[src/rtl/seq_shift_add_mul_pkg.sv]
// Shared types for the sequential shift-and-add multiplier.
package mul_pkg;

  typedef enum logic [1:0] {
    IDLE,
    RUN,
    DONE
  } state_t;

  localparam int unsigned DEFAULT_WIDTH = 8;

endpackage

[src/rtl/seq_shift_add_mul_dp.sv]
// Datapath: multiplicand M, accumulator acc and multiplier/low-product Q,
// with the (width+1)-bit adder and the combined right shift of {carry,acc,Q}.
module shift_add_dp
  import mul_pkg::*;
#(
  parameter int unsigned width = DEFAULT_WIDTH
) (
  input  logic               clk,
  input  logic               reset,
  input  logic               init,
  input  logic               step,
  input  logic [width-1:0]   A,
  input  logic [width-1:0]   B,
  output logic [2*width-1:0] R
);

  logic [width-1:0] m;
  logic [width-1:0] acc;
  logic [width-1:0] q;
  logic [width:0]   sum;

  always_comb begin
    sum = {1'b0, acc} + (q[0] ? {1'b0, m} : '0);
  end

  // The adder carry lands in acc's MSB; the bit shifted out of acc enters Q.
  always_ff @(posedge clk or posedge reset) begin
    if (reset) begin
      m   <= '0;
      acc <= '0;
      q   <= '0;
    end else if (init) begin
      m   <= A;
      q   <= B;
      acc <= '0;
    end else if (step) begin
      acc <= sum[width:1];
      q   <= {sum[0], q[width-1:1]};
    end
  end

  assign R = {acc, q};

endmodule

[src/rtl/seq_shift_add_mul.sv]
// Sequential unsigned shift-and-add multiplier, one partial product per clock.
// Optional MUL_ACK_EN: adds ack input; readyR then holds until ack or a new load.
module seq_shift_add_mul
  import mul_pkg::*;
#(
  parameter int unsigned width = DEFAULT_WIDTH
) (
  input  logic               clk,
  input  logic               reset,
  input  logic               load,
  input  logic [width-1:0]   A,
  input  logic [width-1:0]   B,
`ifdef MUL_ACK_EN
  input  logic               ack,
`endif
  output logic               busy,
  output logic               readyR,
  output logic [2*width-1:0] R
);

  localparam int unsigned CNT_W = $clog2(width);

  state_t           state;
  logic [CNT_W-1:0] cnt;
  logic             init;
  logic             step;
  logic             last;

  assign last = (cnt == CNT_W'(width - 1));

  always_comb begin
    init = 1'b0;
    step = 1'b0;
    if (state != RUN) init = load;
    if (state == RUN) step = 1'b1;
  end

  always_ff @(posedge clk or posedge reset) begin
    if (reset) begin
      state  <= IDLE;
      cnt    <= '0;
      busy   <= 1'b0;
      readyR <= 1'b0;
    end else begin
      case (state)
        IDLE: begin
          if (load) begin
            state <= RUN;
            cnt   <= '0;
            busy  <= 1'b1;
          end
        end
        RUN: begin
          cnt <= cnt + 1'b1;
          if (last) begin
            state  <= DONE;
            cnt    <= '0;
            busy   <= 1'b0;
            readyR <= 1'b1;
          end
        end
        DONE: begin
          if (load) begin
            state  <= RUN;
            cnt    <= '0;
            busy   <= 1'b1;
            readyR <= 1'b0;
`ifdef MUL_ACK_EN
          end else if (ack) begin
            state  <= IDLE;
            readyR <= 1'b0;
          end
`else
          end else begin
            state  <= IDLE;
            readyR <= 1'b0;
          end
`endif
        end
        default: begin
          state  <= IDLE;
          busy   <= 1'b0;
          readyR <= 1'b0;
        end
      endcase
    end
  end

  shift_add_dp #(
    .width(width)
  ) u_dp (
    .clk  (clk),
    .reset(reset),
    .init (init),
    .step (step),
    .A    (A),
    .B    (B),
    .R    (R)
  );

endmodule

[config.mk]
export PLATFORM = sky130hd
export DESIGN_NAME = seq_shift_add_mul
export DESIGN_NICKNAME = d
export VERILOG_FILES = /design/src/rtl/seq_shift_add_mul_pkg.sv /design/src/rtl/seq_shift_add_mul_dp.sv /design/src/rtl/seq_shift_add_mul.sv
export SDC_FILE = /design/constraint.sdc
export NUM_CORES = 1
export LEC_CHECK = 0
export ABC_AREA = 1
export ABC_CLOCK_PERIOD_IN_PS = 2029
export BUFFER_PORTS_ARGS = -buffer_cell sky130_fd_sc_hd__buf_2
export CORE_AREA = 2 2 63 65
export DETAILED_ROUTE_END_ITERATION = 12
export DIE_AREA = 0 0 65 67
export PLACE_DENSITY = 0.69
export SYNTH_ARGS = -nofsm -noshare
export SYNTH_HDL_FRONTEND = slang
export SYNTH_SLANG_ARGS = --single-unit
[constraint.sdc]
create_clock -name clk -period 2.03 [get_ports clk]
set_input_delay 0.203 -clock clk [delete_from_list [all_inputs] [get_ports clk]]
set_output_delay 0.203 -clock clk [all_outputs]
set_load 0.005 [all_outputs]
* Word-level counts from Yosys, hierarchy flattened
Index checks and enable logic that the tools add are counted.
W data, S select, Z words.
** Word-level totals
- Register bits :: 31
- Input bits :: 19
- Output and inout port bits :: 18
- Word-level logic and storage cells :: 44
** Cells by class
- Add/sub/neg operators :: 2
- Equality and inequality tests :: 7
- Mux-type cells :: 19
- Bitwise gates (word level) :: 1
- Reduce and logical (&&, ||, !) cells :: 8
** Operators by type and width (count)
- $mux W8 :: 5
- $add A8 B9 Y9 :: 1
- $reduce_and A2 Y1 :: 4
- $mux W1 :: 6
- $mux W3 :: 2
- $pmux W2 S3 :: 1
- $pmux W3 S2 :: 1
- $mux W2 :: 2
- $ne A2 B1 Y1 const B :: 2
- $ne A2 B2 Y1 const B :: 2
- $pmux W1 S2 :: 2
- $reduce_bool A2 Y1 :: 2
- $add A3 B1 Y3 const B :: 1
- $eq A3 B3 Y1 const B :: 1
- $eq A2 B1 Y1 const B :: 1
- $eq A2 B2 Y1 const B :: 1
- $logic_not A2 Y1 :: 1
- $reduce_or A2 Y1 :: 1
- $not A1 Y1 :: 1

* Logic depth before layout (Yosys ltp)
- Word-level depth :: 4
- Gate-level depth with buffers :: 12

* Cells and area by module
From an unflattened synthesis, not the netlist that was laid out.
** Unflattened totals
- Cell total of the unflattened synthesis :: 213
- Area total of the unflattened synthesis :: 1714.1 sq um
** Modules (own cells, without submodules)
- shift_add_dp :: instances 1, cells an instance 176, area each 1391.3 sq um, seq. area each 600.6 sq um
- seq_shift_add_mul :: instances 1, cells an instance 37, area each 322.8 sq um, seq. area each 175.2 sq um

* Least setup slack after synthesis
Ideal clock, no wire load.
- Kind :: flip-flop to flip-flop
- From :: register u_dp.q[0]
- To :: register u_dp.acc[7]
- Setup time :: 0.123 ns
- Arrival :: 1.700 ns
- Slack :: 0.207 ns
- Cell stages (with the launch flop) :: 12
- Clock period less this slack :: 1.823 ns
- Cells stage by stage :: dfrtp_1 -> clkbuf_1 -> nand2_1 -> inv_1 -> ha_1 -> fa_1 -> nand2_1 -> nand2_1 -> nand3b_1 -> nor2_1 -> o21ai_0 -> nand2_1
** On the way
- Longest elaborated chain between the ends :: 4
** RTL lines
- start: declaration :: line seq_shift_add_mul_dp.sv:19 : logic [width-1:0] q;
- start signal: assignment :: line seq_shift_add_mul_dp.sv:38 : q <= {sum[0], q[width-1:1]};
- $mux W8 :: line seq_shift_add_mul_dp.sv:23 : sum = {1'b0, acc} + (q[0] ? {1'b0, m} : '0);
- $add A8 B9 Y9 :: line seq_shift_add_mul_dp.sv:23
- $mux W8 :: line seq_shift_add_mul_dp.sv:36 : end else if (step) begin
- $mux W8 :: line seq_shift_add_mul_dp.sv:32 : end else if (init) begin
- end signal: assignment :: line seq_shift_add_mul_dp.sv:37 : acc <= sum[width:1];
- end: declaration :: line seq_shift_add_mul_dp.sv:18 : logic [width-1:0] acc;
Every way passes these cells. The select of a mux whose other input is x is not followed.
A chain may end at the register's enable or synchronous reset.

* Final worst setup path
Ends and elaborated chain as after synthesis.

==> impl_metrics.env <==
export IMPL_finClkSkew_ps=3.14
export IMPL_fillCellCount=350
export IMPL_worst_slew_pin_slew_ps=384
export IMPL_setup_worst_path_start_class="register"
export IMPL_tritoncts_num_sinks=31
export IMPL_cp_cell_sequence="nand2_1, inv_1, ha_1, fa_1, nand2_1, nand2_1, nand3b_1, nor2_1, o21ai_0, nand2_1"
export IMPL_avgSynthCellArea_um2=8.14
export IMPL_placed_cell_area_mm2=0.00189
export IMPL_numPortBuffers=36
export IMPL_ys_types=24
export IMPL_grt_util_all_layers_pct=19.0
export IMPL_post_synthesis_net_count=235
export IMPL_n_antenna_cell=0
export IMPL_postSynthCellCount=205
export IMPL_detailedRoute_firstPassIterationCount=4
export IMPL_cts_buffers=5
export IMPL_timing_max_cap_violations=0
export IMPL_power_ir_vdd_worst_v=0.000753
export IMPL_highest_layer="met4"
export IMPL_final_max_slew_viol_count=0
export IMPL_die_y_um=67
export IMPL_worst_ep_arrival_time_ps=2020
export IMPL_vias=1391
export IMPL_row_count=22
export IMPL_detailedRoute_firstIterationViolations=69
export IMPL_final_cell_mix="nand2_1, buf_2, dfrtp_1, inv_1, ha_1"
export IMPL_power_density_mw_per_mm2=1340
export IMPL_critPathSlowestCell="dfrtp_2"
export IMPL_grt_antenna_before_repair=0
export IMPL_synth_yosys_warnings=0
export IMPL_post_route_min_period_ps=1850
export IMPL_clock_tree_buffer_depth=2
export IMPL_grt_pass1_wl_mm=6.08
export IMPL_routed_via_density=4.73
export IMPL_status="complete, no violations"
export IMPL_skew_pair_late_insertion_delay_ps=280
export IMPL_initial_cell_density_of_the_core_pct=46.3
export IMPL_clk_pin_slew_worst_paths_ps=60
export IMPL_mappedNetlistArea_mm2=0.00167
export IMPL_final_layout_size_suffix_gt1_share_pct=21.1
export IMPL_routability_cong=0.835
export IMPL_crit_type="register to register"
export IMPL_post_dp_hpwl_mm=2.49
export IMPL_final_cell_area_mm2=0.00198
export IMPL_routed_wire_length_per_instance_um=11.4
export IMPL_slew_headroom_pct=74.4
export IMPL_die_width_um=65
export IMPL_hold_ws_ps=112
export IMPL_critical_path_endpoint_type="register"
export IMPL_ant_nets=0
export IMPL_yosysSeqAreaShare_pct=46.5
export IMPL_pin_count_of_the_biggest_net_entering_global_routing=32
export IMPL_ys_ff_latch=31
export IMPL_setup_bufs_post_cts=0
export IMPL_timing_critical_path_required_ps=2200
export IMPL_number_of_global_route_vias_before_repair=1395
export IMPL_coreArea_mm2=0.00361
export IMPL_clock_root_buffer="clkbuf_8"
export IMPL_rsz_0062_raised_after_global_routing="no"
export IMPL_route_layer_met1_wl_mm=1.56
export IMPL_worst_min_delay_path_category="primary input to register"
export IMPL_nets=277
export IMPL_ios=37
export IMPL_r2r_setup_slack_ps=180
export IMPL_max_stage_delay_ps=460
export IMPL_finalSetupViolCount=0
export IMPL_cts_tree="done"
export IMPL_remaining_drc_errors=0
export IMPL_design_die_area_mm2=0.00436
export IMPL_htree_num_levels=2
export IMPL_leakagePower_uw=0.00118
export IMPL_fin_crit_sh_pct=91.1
export IMPL_drt_total_wl_mm=3.35
export IMPL_worst_path_max_fanout=10
export IMPL_detailroute_wirelength_met2_mm=1.52
export IMPL_hold_violations=0
export IMPL_achievable_frequency_mhz=541
export IMPL_total_length_of_routed_met3_wires_um=188
export IMPL_area_delta_synth_final_pct=18.5
export IMPL_setup_tns_ps=0
export IMPL_most_common_library_cell_in_the_layout_ignoring_fill_and_taps="nand2_1"
export IMPL_cpMostUsedCell="nand2_1"
export IMPL_grt_remaining_overflow=0
[through the flow]
stage | setup slack [ps] | power, µW | instances | util (%)
6_report | 181 | 2660 | 294 | 54.8
5_1_grt | 18.6 | 2920 | 294 | 54.8
4_1_cts | 160 | 2700 | 294 | 54.8
3_5_place_dp | 182 | 2250 | 287 | 52.5
3_3_place_gp | 215 | 2210 | 287 | 52.5
2_1_floorplan | 207 | 1890 | 205 | -
[area by class of cell]
type / instances / area [µm²] / share of cell area [%]
Sequential cell: 31 / 777 / 39.3
Multi-Input combinational cell: 141 / 747 / 37.8
Timing Repair Buffer: 39 / 205 / 10.4
Inverter: 29 / 114 / 5.76
Clock buffer: 6 / 72.6 / 3.67
Tap cell: 48 / 60.1 / 3.04
[critical path: cells and delay by family (launching register included)]
kind,cells,cell delay (ps)
simple gates,6,530
compound gates,1,140
buf+inv,1,40
fa+ha+maj,2,570
flops,1,460
[cell usage after synthesis]
master    number  area share (%)
nand2_1       88              20
dfrtp_1       31              47
inv_1         25             5.6
ha_1          10             7.5
nand3_1        8             2.4
nor2_1         6             1.4
a21oi_1        5             1.5
o211ai_1       4             1.8
a22o_1         3             1.6
o21ai_0        3            0.90
o21ai_1        3            0.90
o221ai_1       3             1.6
buf_6          2             1.4
inv_2          2            0.45
inv_4          2            0.75
nand3b_1       2            0.90
buf_2          1            0.30
clkbuf_1       1            0.22
fa_1           1             1.2
nand2_4        1            0.68
nand2_8        1             1.2
nor2_4         1            0.68
o21bai_1       1            0.45
or2_2          1            0.38
[registers in the layout, indices dropped and copies added (netlist names)]
register / cells
cnt: 3
busy: 1
state: 2
u_dp.q: 8
readyR: 1
u_dp.acc: 8
u_dp.m: 8
[where the power goes]
| part | total [µW] | internal, µW | switching (µW) |
|---|---|---|---|
| sequential | 1060 | 885 | 175 |
| clock | 434 | 228 | 207 |
| combinational | 1160 | 490 | 671 |
[kinds of logic (layout without fill, tap and decap cells)]
logic type	Yosys count	after routing	synth area share (%)
simple gates	108	108	27.4
compound gates	22	22	8.70
fa+ha+maj	11	11	8.70
buf+inv	33	74	8.70
flops	31	31	46.5
[repair_timing]
action,4_1_cts,5_1_grt
hold buffers,1,0
hold endpoints to repair,13,0
gates resized for setup,0,1
endpoints found under the setup margin,0,1
[layer usage]
metal	GRT usage, %	vias to the layer above
met5	0	-
met4	9.57	0
met3	5.57	7
met1	23.3	625
li1	-	728
met2	30.2	31
[worst paths after layout]
kind,start,end,cells past startpoint
max reg2reg,u_dp.q[0],u_dp.acc[7],10
min in group asynchronous,reset,u_dp.m[7],4
max in group asynchronous,reset,u_dp.q[0],4
min reg2reg,busy,busy,2
max,u_dp.q[0],u_dp.acc[7],10
min,A[5],u_dp.m[5],3
Note: power is estimated with default switching activity, not from simulation.
